==> config.mk <==
export PLATFORM = sky130hd
export DESIGN_NAME = sieve_reader
export DESIGN_NICKNAME = d
export VERILOG_FILES = /design/src/rtl/sieve_pkg.sv /design/src/rtl/sieve_skid_fifo.sv /design/src/rtl/sieve_reader.sv
export SDC_FILE = /design/constraint.sdc
export NUM_CORES = 1
export LEC_CHECK = 0
export CORE_ASPECT_RATIO = 2
export CORE_MARGIN = 2
export CORE_UTILIZATION = 30
export CTS_BUF_LIST = sky130_fd_sc_hd__clkbuf_16
export DETAILED_ROUTE_END_ITERATION = 12
export PLACE_DENSITY = 0.51
export SYNTH_ARGS = -nofsm -noshare
export SYNTH_HDL_FRONTEND = slang
export SYNTH_SLANG_ARGS = --single-unit
==> constraint.sdc <==
create_clock -name clk -period 4 [get_ports clk]
set_input_delay 0.8 -clock clk [delete_from_list [all_inputs] [get_ports clk]]
set_output_delay 0.8 -clock clk [all_outputs]
set_load 0.03 [all_outputs]
==> src/rtl/sieve_pkg.sv <==
// Definitions shared by the sieve engine and the sieve reader:
// FSM states, first scanned candidate and the composite-marking rule.
package sieve_pkg;

  typedef enum logic [1:0] {
    IDLE,
    SCAN,
    DRAIN,
    FIN
  } sieve_state_e;

  localparam int unsigned FIRST_CANDIDATE = 2;

  // Any nonzero RAM entry marks the address as composite.
  function automatic logic is_composite(input logic [63:0] entry);
    return entry != '0;
  endfunction

endpackage

==> src/rtl/sieve_skid_fifo.sv <==
// Two-entry FIFO carrying prime addresses to the output stream.
// Head, fill level and flags come straight from registers.
module sieve_skid_fifo #(
  parameter int unsigned W = 8
) (
  input  logic         clk,
  input  logic         rst,
  input  logic         push_i,
  input  logic [W-1:0] din_i,
  input  logic         pop_i,
  output logic [W-1:0] dout_o,
  output logic         full_o,
  output logic         empty_o,
  output logic [1:0]   count_o
);

  logic [W-1:0] head_q, head_d;
  logic [W-1:0] tail_q, tail_d;
  logic [1:0]   cnt_q, cnt_d;
  logic         do_push, do_pop;

  always_comb begin
    head_d  = head_q;
    tail_d  = tail_q;
    do_pop  = pop_i && (cnt_q != 2'd0);
    do_push = push_i && ((cnt_q != 2'd2) || do_pop);
    if (do_pop) head_d = tail_q;
    // A push lands in the head slot whenever the FIFO is empty after the pop.
    if (do_push) begin
      if ((cnt_q == 2'd0) || ((cnt_q == 2'd1) && do_pop)) head_d = din_i;
      else tail_d = din_i;
    end
    cnt_d = cnt_q + 2'(do_push) - 2'(do_pop);
  end

  always_ff @(posedge clk) begin
    if (rst) begin
      head_q <= '0;
      tail_q <= '0;
      cnt_q  <= '0;
    end else begin
      head_q <= head_d;
      tail_q <= tail_d;
      cnt_q  <= cnt_d;
    end
  end

  assign dout_o  = head_q;
  assign full_o  = (cnt_q == 2'd2);
  assign empty_o = (cnt_q == 2'd0);
  assign count_o = cnt_q;

endmodule

==> src/rtl/sieve_reader.sv <==
// Scans the sieve block RAM after the sieve finishes and streams every
// unmarked address (a prime) out on a valid/ready interface.
module sieve_reader
  import sieve_pkg::*;
#(
  parameter int unsigned DATA = 8,
  parameter int unsigned ADDR = 8
) (
  input  logic            clk,
  input  logic            rst,
  input  logic            start,
  output logic [ADDR-1:0] addr,
  output logic            wr,
  input  logic [DATA-1:0] din,
  output logic [ADDR-1:0] prime,
  output logic            valid,
  input  logic            ready,
  output logic [ADDR:0]   count,
  output logic            busy,
  output logic            done
);

  localparam int unsigned CW = ADDR + 1;

  sieve_state_e    state_q, state_d;
  logic [ADDR-1:0] next_q, next_d;
  logic [ADDR-1:0] addr_q, addr_d;
  logic            inflight_q, inflight_d;
  logic [ADDR:0]   count_q, count_d;
  logic            done_q, done_d;

  logic            issue, push, pop;
  logic            fifo_full, fifo_empty;
  logic [1:0]      fifo_cnt;
  logic [2:0]      occ;

  sieve_skid_fifo #(.W(ADDR)) u_fifo (
    .clk     (clk),
    .rst     (rst),
    .push_i  (push),
    .din_i   (addr_q),
    .pop_i   (pop),
    .dout_o  (prime),
    .full_o  (fifo_full),
    .empty_o (fifo_empty),
    .count_o (fifo_cnt)
  );

  assign valid = !fifo_empty;
  assign pop   = valid && ready;
  // addr_q always holds the address of the read currently in flight.
  assign push  = inflight_q && !is_composite(64'(din));
  // An accepted head frees its slot this cycle, keeping one prime per cycle.
  assign occ   = 3'(fifo_cnt) + 3'(inflight_q) - 3'(pop);

  always_comb begin
    state_d = state_q;
    next_d  = next_q;
    addr_d  = addr_q;
    count_d = count_q + CW'(pop);
    done_d  = done_q;
    issue   = 1'b0;
    busy    = 1'b0;
    unique case (state_q)
      IDLE, FIN: begin
        if (start) begin
          state_d = SCAN;
          next_d  = ADDR'(FIRST_CANDIDATE);
          count_d = '0;
          done_d  = 1'b0;
        end else if (state_q == FIN) begin
          state_d = IDLE;
        end
      end
      SCAN: begin
        busy = 1'b1;
        if ((occ < 3'd2) && (!fifo_full || pop)) begin
          issue  = 1'b1;
          addr_d = next_q;
          if (next_q == '1) state_d = DRAIN;
          else next_d = next_q + 1'b1;
        end
      end
      DRAIN: begin
        busy = 1'b1;
        if (!inflight_q && fifo_empty) begin
          state_d = FIN;
          done_d  = 1'b1;
        end
      end
      default: state_d = IDLE;
    endcase
    inflight_d = issue;
    addr       = addr_d;
  end

  always_ff @(posedge clk) begin
    if (rst) begin
      state_q    <= IDLE;
      next_q     <= '0;
      addr_q     <= '0;
      inflight_q <= 1'b0;
      count_q    <= '0;
      done_q     <= 1'b0;
    end else begin
      state_q    <= state_d;
      next_q     <= next_d;
      addr_q     <= addr_d;
      inflight_q <= inflight_d;
      count_q    <= count_d;
      done_q     <= done_d;
    end
  end

  assign wr    = 1'b0;
  assign count = count_q;
  assign done  = done_q;

endmodule

==> results.toml, run 1 <==
[run_status]
status = "finished clean"

[sta]
rsz0062_at_grt = "no"
hold_violations = 0
worst_pin_slew_ps = 767.7
setup_slack_ps = 159.3
slew_headroom_pct = 47.35
skew_ps = 5.996
max_freq_ghz = 0.2604
period_minus_slack_ps = 3841
hold_ws_ps = 494.9
slew_viol_final = 0
fin_crit_sh_pct = 96.02
tns_ps = 0
setup_viol = 0

[layout]
antennaDiodeCount = 0
layout.nets = 318
utilization_pct = 39.53
fillCellCount = 805
area_growth_pct = 28.93
final_layout_size_suffix_gt1_share_pct = 17.73

[cts]
cts_tree = "done"
clk_pin_slew_ps = 70
cts_buffers = 5
root_buffer = "clkbuf_16"
h-tree-depth = 2
clock_latency_ps = 290
clockBufferDepth = 2
cts_sinks = 47
holdBufCountCts = 0

[global_route]
overflow = 0
grt_pass1_wl_microns = 9404
antenna_found_initial = 0
globalRouteTotalUtil_pct = 14.14
grt_max_degree = 25
grt_pass1_vias = 1955

[flow_run]
maxCapViolCount = 0

[setup_path]
ff2ff_path_depth = 13
criticalPathCategory = "input pin to primary output"
critical-path-top-cell-by-count = "inv_1"
crit_chain = "dlygate4sd2_1, o21ai_2, inv_1, ha_1, inv_1, nand2_1, fa_2, o211a_4, o211ai_4, mux2_2, clkdlybuf4s15_2"
slowest_stage = "mux2_2"
worstPathRequired_ps = 3200
start_kind = "input pin"
cp_slowest_stage_delay_ps = 380
crit_arrival_ps = 3040
endpoint_kind = "primary output"
path_depth = 11
critPathBufInv = 4
reg2reg_slack_ps = 1200
path_max_fanout = 4
critical_path.top_delay_family = "buffers and inverters"

[synthesis]
synth-seq-area-share_pct = 38.92
synthCells = 251
post_synth_and_or_nand_nor_area_fraction_pct = 17.75
synth_fa_ha_area_share_pct = 4.451
ys_ff_latch = 47
avgSynthCellArea_sq_um = 9.631
async_flop_share_pct = 0
synth_top_area_cell = "dfxtp_1"
ys_warn_count = 0
synth-edff-count = 0
yosys-top-cells-area = "dfxtp_1 (39%), mux2i_1 (7.0%), mux2_4 (4.3%)"
synth_top_family_by_area = "compound AO/OA/AOI/OAI gates"
synth_xor_area_share_pct = 3.261
yosysTopAreaCellShare_pct = 38.92
synth_mux_area_share_pct = 12.32
synth_compound_area_share_pct = 18.06
yosysUniqueCellTypes = 54
netlist_area_sq_um = 2417
synth.net_count = 271
ys.flop_type = "dfxtp_1"

[die]
fp.dieH_microns = 130.9
die_area_sq_um = 8836
die_width_microns = 67.48
core_area_sq_um = 7885
ios = 41
initial_core_util_pct = 30.66
rows = 46

[power]
seqPwrFrac_pct = 35.5
power_frac_comb_pct = 36.4
leakagePower_nw = 1.366
p_int_mw = 0.9568
switching_share_pct = 35.10
vdd_drop_max_uv = 215.8
cellPowerDensity_nw_per_um2 = 473.0
total_power_mw = 1.474
power_switching_mw = 0.5175
p_clk_share_pct = 28.0

[drt]
postRouteAntennaNets = 0
post_drt_wl_per_cell_microns = 14.76
avgViaCountPerCell = 5.023
via_count = 1984
drt_iter0_drc = 31
drc_errors = 0
first_pass_iters = 5
routed_wl_microns = 5829

[placed_design]
dp_slack_ps = -455.5
dpl.hpwl_microns = 4367
port_buffers = 39
gp_congestion = 0.8375

[hold_path]
holdPathStages = 1
hold_class = "flop to flop"
## per-stage QoR
stage               instances  cell area [sq um]
global route              395               3117
global placement          386               2932
detailed placement        386               2932
CTS                       395               3117
finish                    395               3117
floorplan                 251               2417
## power groups by stage
stage                     sequential, mW  combinational, mW  clock, mW
after floorplan                    0.534              0.366          0
after global placement             0.535              0.513          0
after detailed placement           0.535              0.517          0
after CTS                          0.525              0.540      0.429
after global routing               0.529              0.582      0.443
final                              0.524              0.537      0.413
## final cells by class
type,instances,area [sq um],share of cell area (%)
Clock inverter,3,16.27,0.5219
Inverter,11,41.29,1.325
Multi-Input combinational cell,180,1365,43.80
Timing Repair Buffer,53,508.0,16.30
Clock buffer,5,125.1,4.014
Tap cell,96,120.1,3.854
Sequential cell,47,940.9,30.19
## worst paths after layout
| check | start | endpoint |
|---|---|---|
| worst max-delay path | ready | addr[7] |
| worst min-delay path | next_q[0]$_SDFFE_PP0P_ | next_q[0]$_SDFFE_PP0P_ |
| worst min register to register | next_q[0]$_SDFFE_PP0P_ | next_q[0]$_SDFFE_PP0P_ |
| worst max register to register | u_fifo.count_o[0]$_SDFF_PP0_ | next_q[4]$_SDFFE_PP0P_ |
## cell usage after synthesis, types with 5 or more instances
library cell	instances
ha_1	7
mux2_4	7
nand2_1	14
a21oi_1	6
buf_2	5
and3_1	7
inv_1	10
mux2i_1	17
o311a_1	8
o21ai_0	11
and2_1	9
dfxtp_1	47
xor2_1	6
nor2_1	24
## placed cells by master, fill, tap and decap left out, drive strengths merged, types with 8 or more instances in the layout
cell / instances
and2: 9
buf: 19
clkdlybuf4s50: 30
dfxtp: 47
inv: 11
mux2: 9
mux2i: 17
nand2: 14
nor2: 25
o21ai: 12
o311a: 8
## metal layers
| layer | vias to the layer above | part of all wire (%) | track usage (%) |
|---|---|---|---|
| li1 | 1004 | - | - |
| met1 | 933 | 40 | 15.10 |
| met2 | 37 | 55 | 26.07 |
| met3 | 10 | 2.6 | 2.312 |
| met4 | 0 | 2.3 | 6.483 |
| met5 | - | 0 | 0 |
## state kept, by name (all words and copies together) (netlist names)
name	count
count	9
addr_q	8
u_fifo.count_o	2
done	1
inflight_q	1
state_q	2
next_q	8
u_fifo.tail_q	8
u_fifo.dout_o	8
## cells by family after synthesis
| family | Yosys count |
|---|---|
| other | 1 |
| multiplexers | 26 |
| buffers and inverters | 24 |
| AND/OR/NAND/NOR | 81 |
| flip-flops | 47 |
| AO/OA/AOI/OAI | 55 |
| XOR/XNOR | 9 |
| adder cells (fa/ha/maj) | 8 |
## what timing repair did
action / CTS / global route
pin swaps: 2 / 1
cloned: 0 / 0
resized for setup: 19 / 0
buffers inserted: 1 / 0
hold endpoints to repair: 0 / 0
setup endpoints to repair: 8 / 6
No activity file was read; power rests on OpenSTA's default activity.
==> inputs of run 2 (changes only) <==
- CTS_CLUSTER_SIZE: unset -> 14
- HOLD_SLACK_MARGIN: unset -> 0.06
- SETUP_SLACK_MARGIN: unset -> 0.15
==> results.toml, run 2 (synthesized netlist as in run 1, its figures left out) <==
[flow_run]
maxCapViolCount = 0

[power]
leakagePower_nw = 1.383
total_power_mw = 1.495
cellPowerDensity_nw_per_um2 = 474.4
vdd_drop_max_uv = 214.4

[layout]
utilization_pct = 39.96
antennaDiodeCount = 0
final_cell_count_no_fill = 398
final_layout_size_suffix_gt1_share_pct = 19.87
fin_area_sq_um = 3151
area_growth_pct = 30.33
largest_register_ffs = 9
layout.nets = 321
mostFrequentLayoutCells = "dfxtp_1 (47), clkdlybuf4s50_1 (30), nor2_1 (24)"
final_common_cell = "dfxtp_1"

[placed_design]
dpl.hpwl_microns = 4367
gp_congestion = 0.8375
placed_cell_area_sq_um = 2932
port_buffers = 39
post-place-cells = 386

[global_route]
grt_max_degree = 25
use_met3_pct = 2.397
antenna_found_initial = 0
overflow = 0
grt.busiest_layer = "met2"
grt_pass1_vias = 1980
use_met2_pct = 26.18
globalRouteTotalUtil_pct = 14.28
grt_pass1_wl_microns = 9508
met1_usage_pct = 15.21

[cts]
clockBufferDepth = 2
cts_tree = "done"
clk_pin_slew_ps = 70
clock_latency_ps = 290
cts_sinks = 47
root_buffer = "clkbuf_16"
h-tree-depth = 2
cts_buffers = 5

[setup_path]
criticalPathCategory = "input pin to primary output"
start_kind = "input pin"
cp_slowest_stage_delay_ps = 360
reg2reg_slack_ps = 1260
critical_path.top_delay_family = "buffers and inverters"
worstPathRequired_ps = 3200
crit_arrival_ps = 2950
critPathBufInv = 5
crit_chain = "clkdlybuf4s15_2, o21ai_2, inv_1, ha_4, inv_2, nand2_2, fa_2, o211a_4, o211ai_4, buf_6, mux2_4, buf_6"
endpoint_kind = "primary output"
path_max_fanout = 6
critical-path-top-cell-by-count = "buf_6"
slowest_stage = "fa_2"

[sta]
tns_ps = 0
skew_ps = 5.675
worst_pin_slew_ps = 755.7
slew_headroom_pct = 48.18
fin_crit_sh_pct = 93.76
slew_viol_final = 0
rsz0062_at_grt = "no"
hold_violations = 0
setup_viol = 0
period_minus_slack_ps = 3750
max_freq_ghz = 0.2666

[hold_path]
hold_class = "flop to flop"

[die]
fp.dieH_microns = 130.9
initial_core_util_pct = 30.66
die_area_sq_um = 8836
ios = 41
core_area_sq_um = 7885
die_width_microns = 67.48
rows = 46

[drt]
drt_iter0_drc = 38
first_pass_iters = 4
postRouteAntennaNets = 0
drc_errors = 0
via_count = 2000
avgViaCountPerCell = 5.025
post_drt_wl_per_cell_microns = 14.74
routed_wl_microns = 5867

[run_status]
status = "finished clean"
run 2: cell type report:
class / instances / area (sq um)
timing repair buffer: 56 / 526.8
inverter: 11 / 41.29
clock inverter: 3 / 16.27
clock buffer: 5 / 125.1
multi-input combinational: 180 / 1380
sequential: 47 / 940.9
fill: 799 / 4735
tap: 96 / 120.1
run 2: stage by stage:
step / setup slack, ps / hold WS, ps
3_5_place_dp: -455.5 / 487.3
2_1_floorplan: 200.2 / 447.2
4_1_cts: 155.7 / 504.0
3_3_place_gp: -444.1 / 478.9
6_report: 249.7 / 495.6
5_1_grt: 165.8 / 512.6
run 2: path summary, 6_finish.rpt:
check	start	to	cells past startpoint
max	ready	addr[1]	12
max reg2reg	u_fifo.count_o[0]$_SDFF_PP0_	next_q[4]$_SDFFE_PP0P_	13
min	next_q[0]$_SDFFE_PP0P_	next_q[0]$_SDFFE_PP0P_	1
min reg2reg	next_q[0]$_SDFFE_PP0P_	next_q[0]$_SDFFE_PP0P_	1
run 2: repair_timing:
item / CTS / global route
pin swaps: 3 / 3
gates resized for setup: 23 / 3
hold buffers: 0 / 0
setup buffers: 3 / 1
setup endpoints to repair: 8 / 8
run 2: report_power, final:
part / leakage [nW] / switching [mW] / internal [mW]
Clock: 0.0710 / 0.185 / 0.228
Sequential: 0.380 / 0.0276 / 0.497
Combinational: 0.932 / 0.312 / 0.244
run 2: layer usage:
layer / up-vias / part of all wire (%)
met5: - / 0
met4: 0 / 2.5
met3: 12 / 2.4
met2: 33 / 56
met1: 945 / 39
li1: 1010 / -
run 2: worst register-to-register path: cells and delay by family (launching register included):
kind / cells / cell delay (ps)
compound gates: 2 / 270
fa+ha+maj: 2 / 600
buf+inv: 6 / 800
flops: 1 / 350
simple gates: 3 / 660
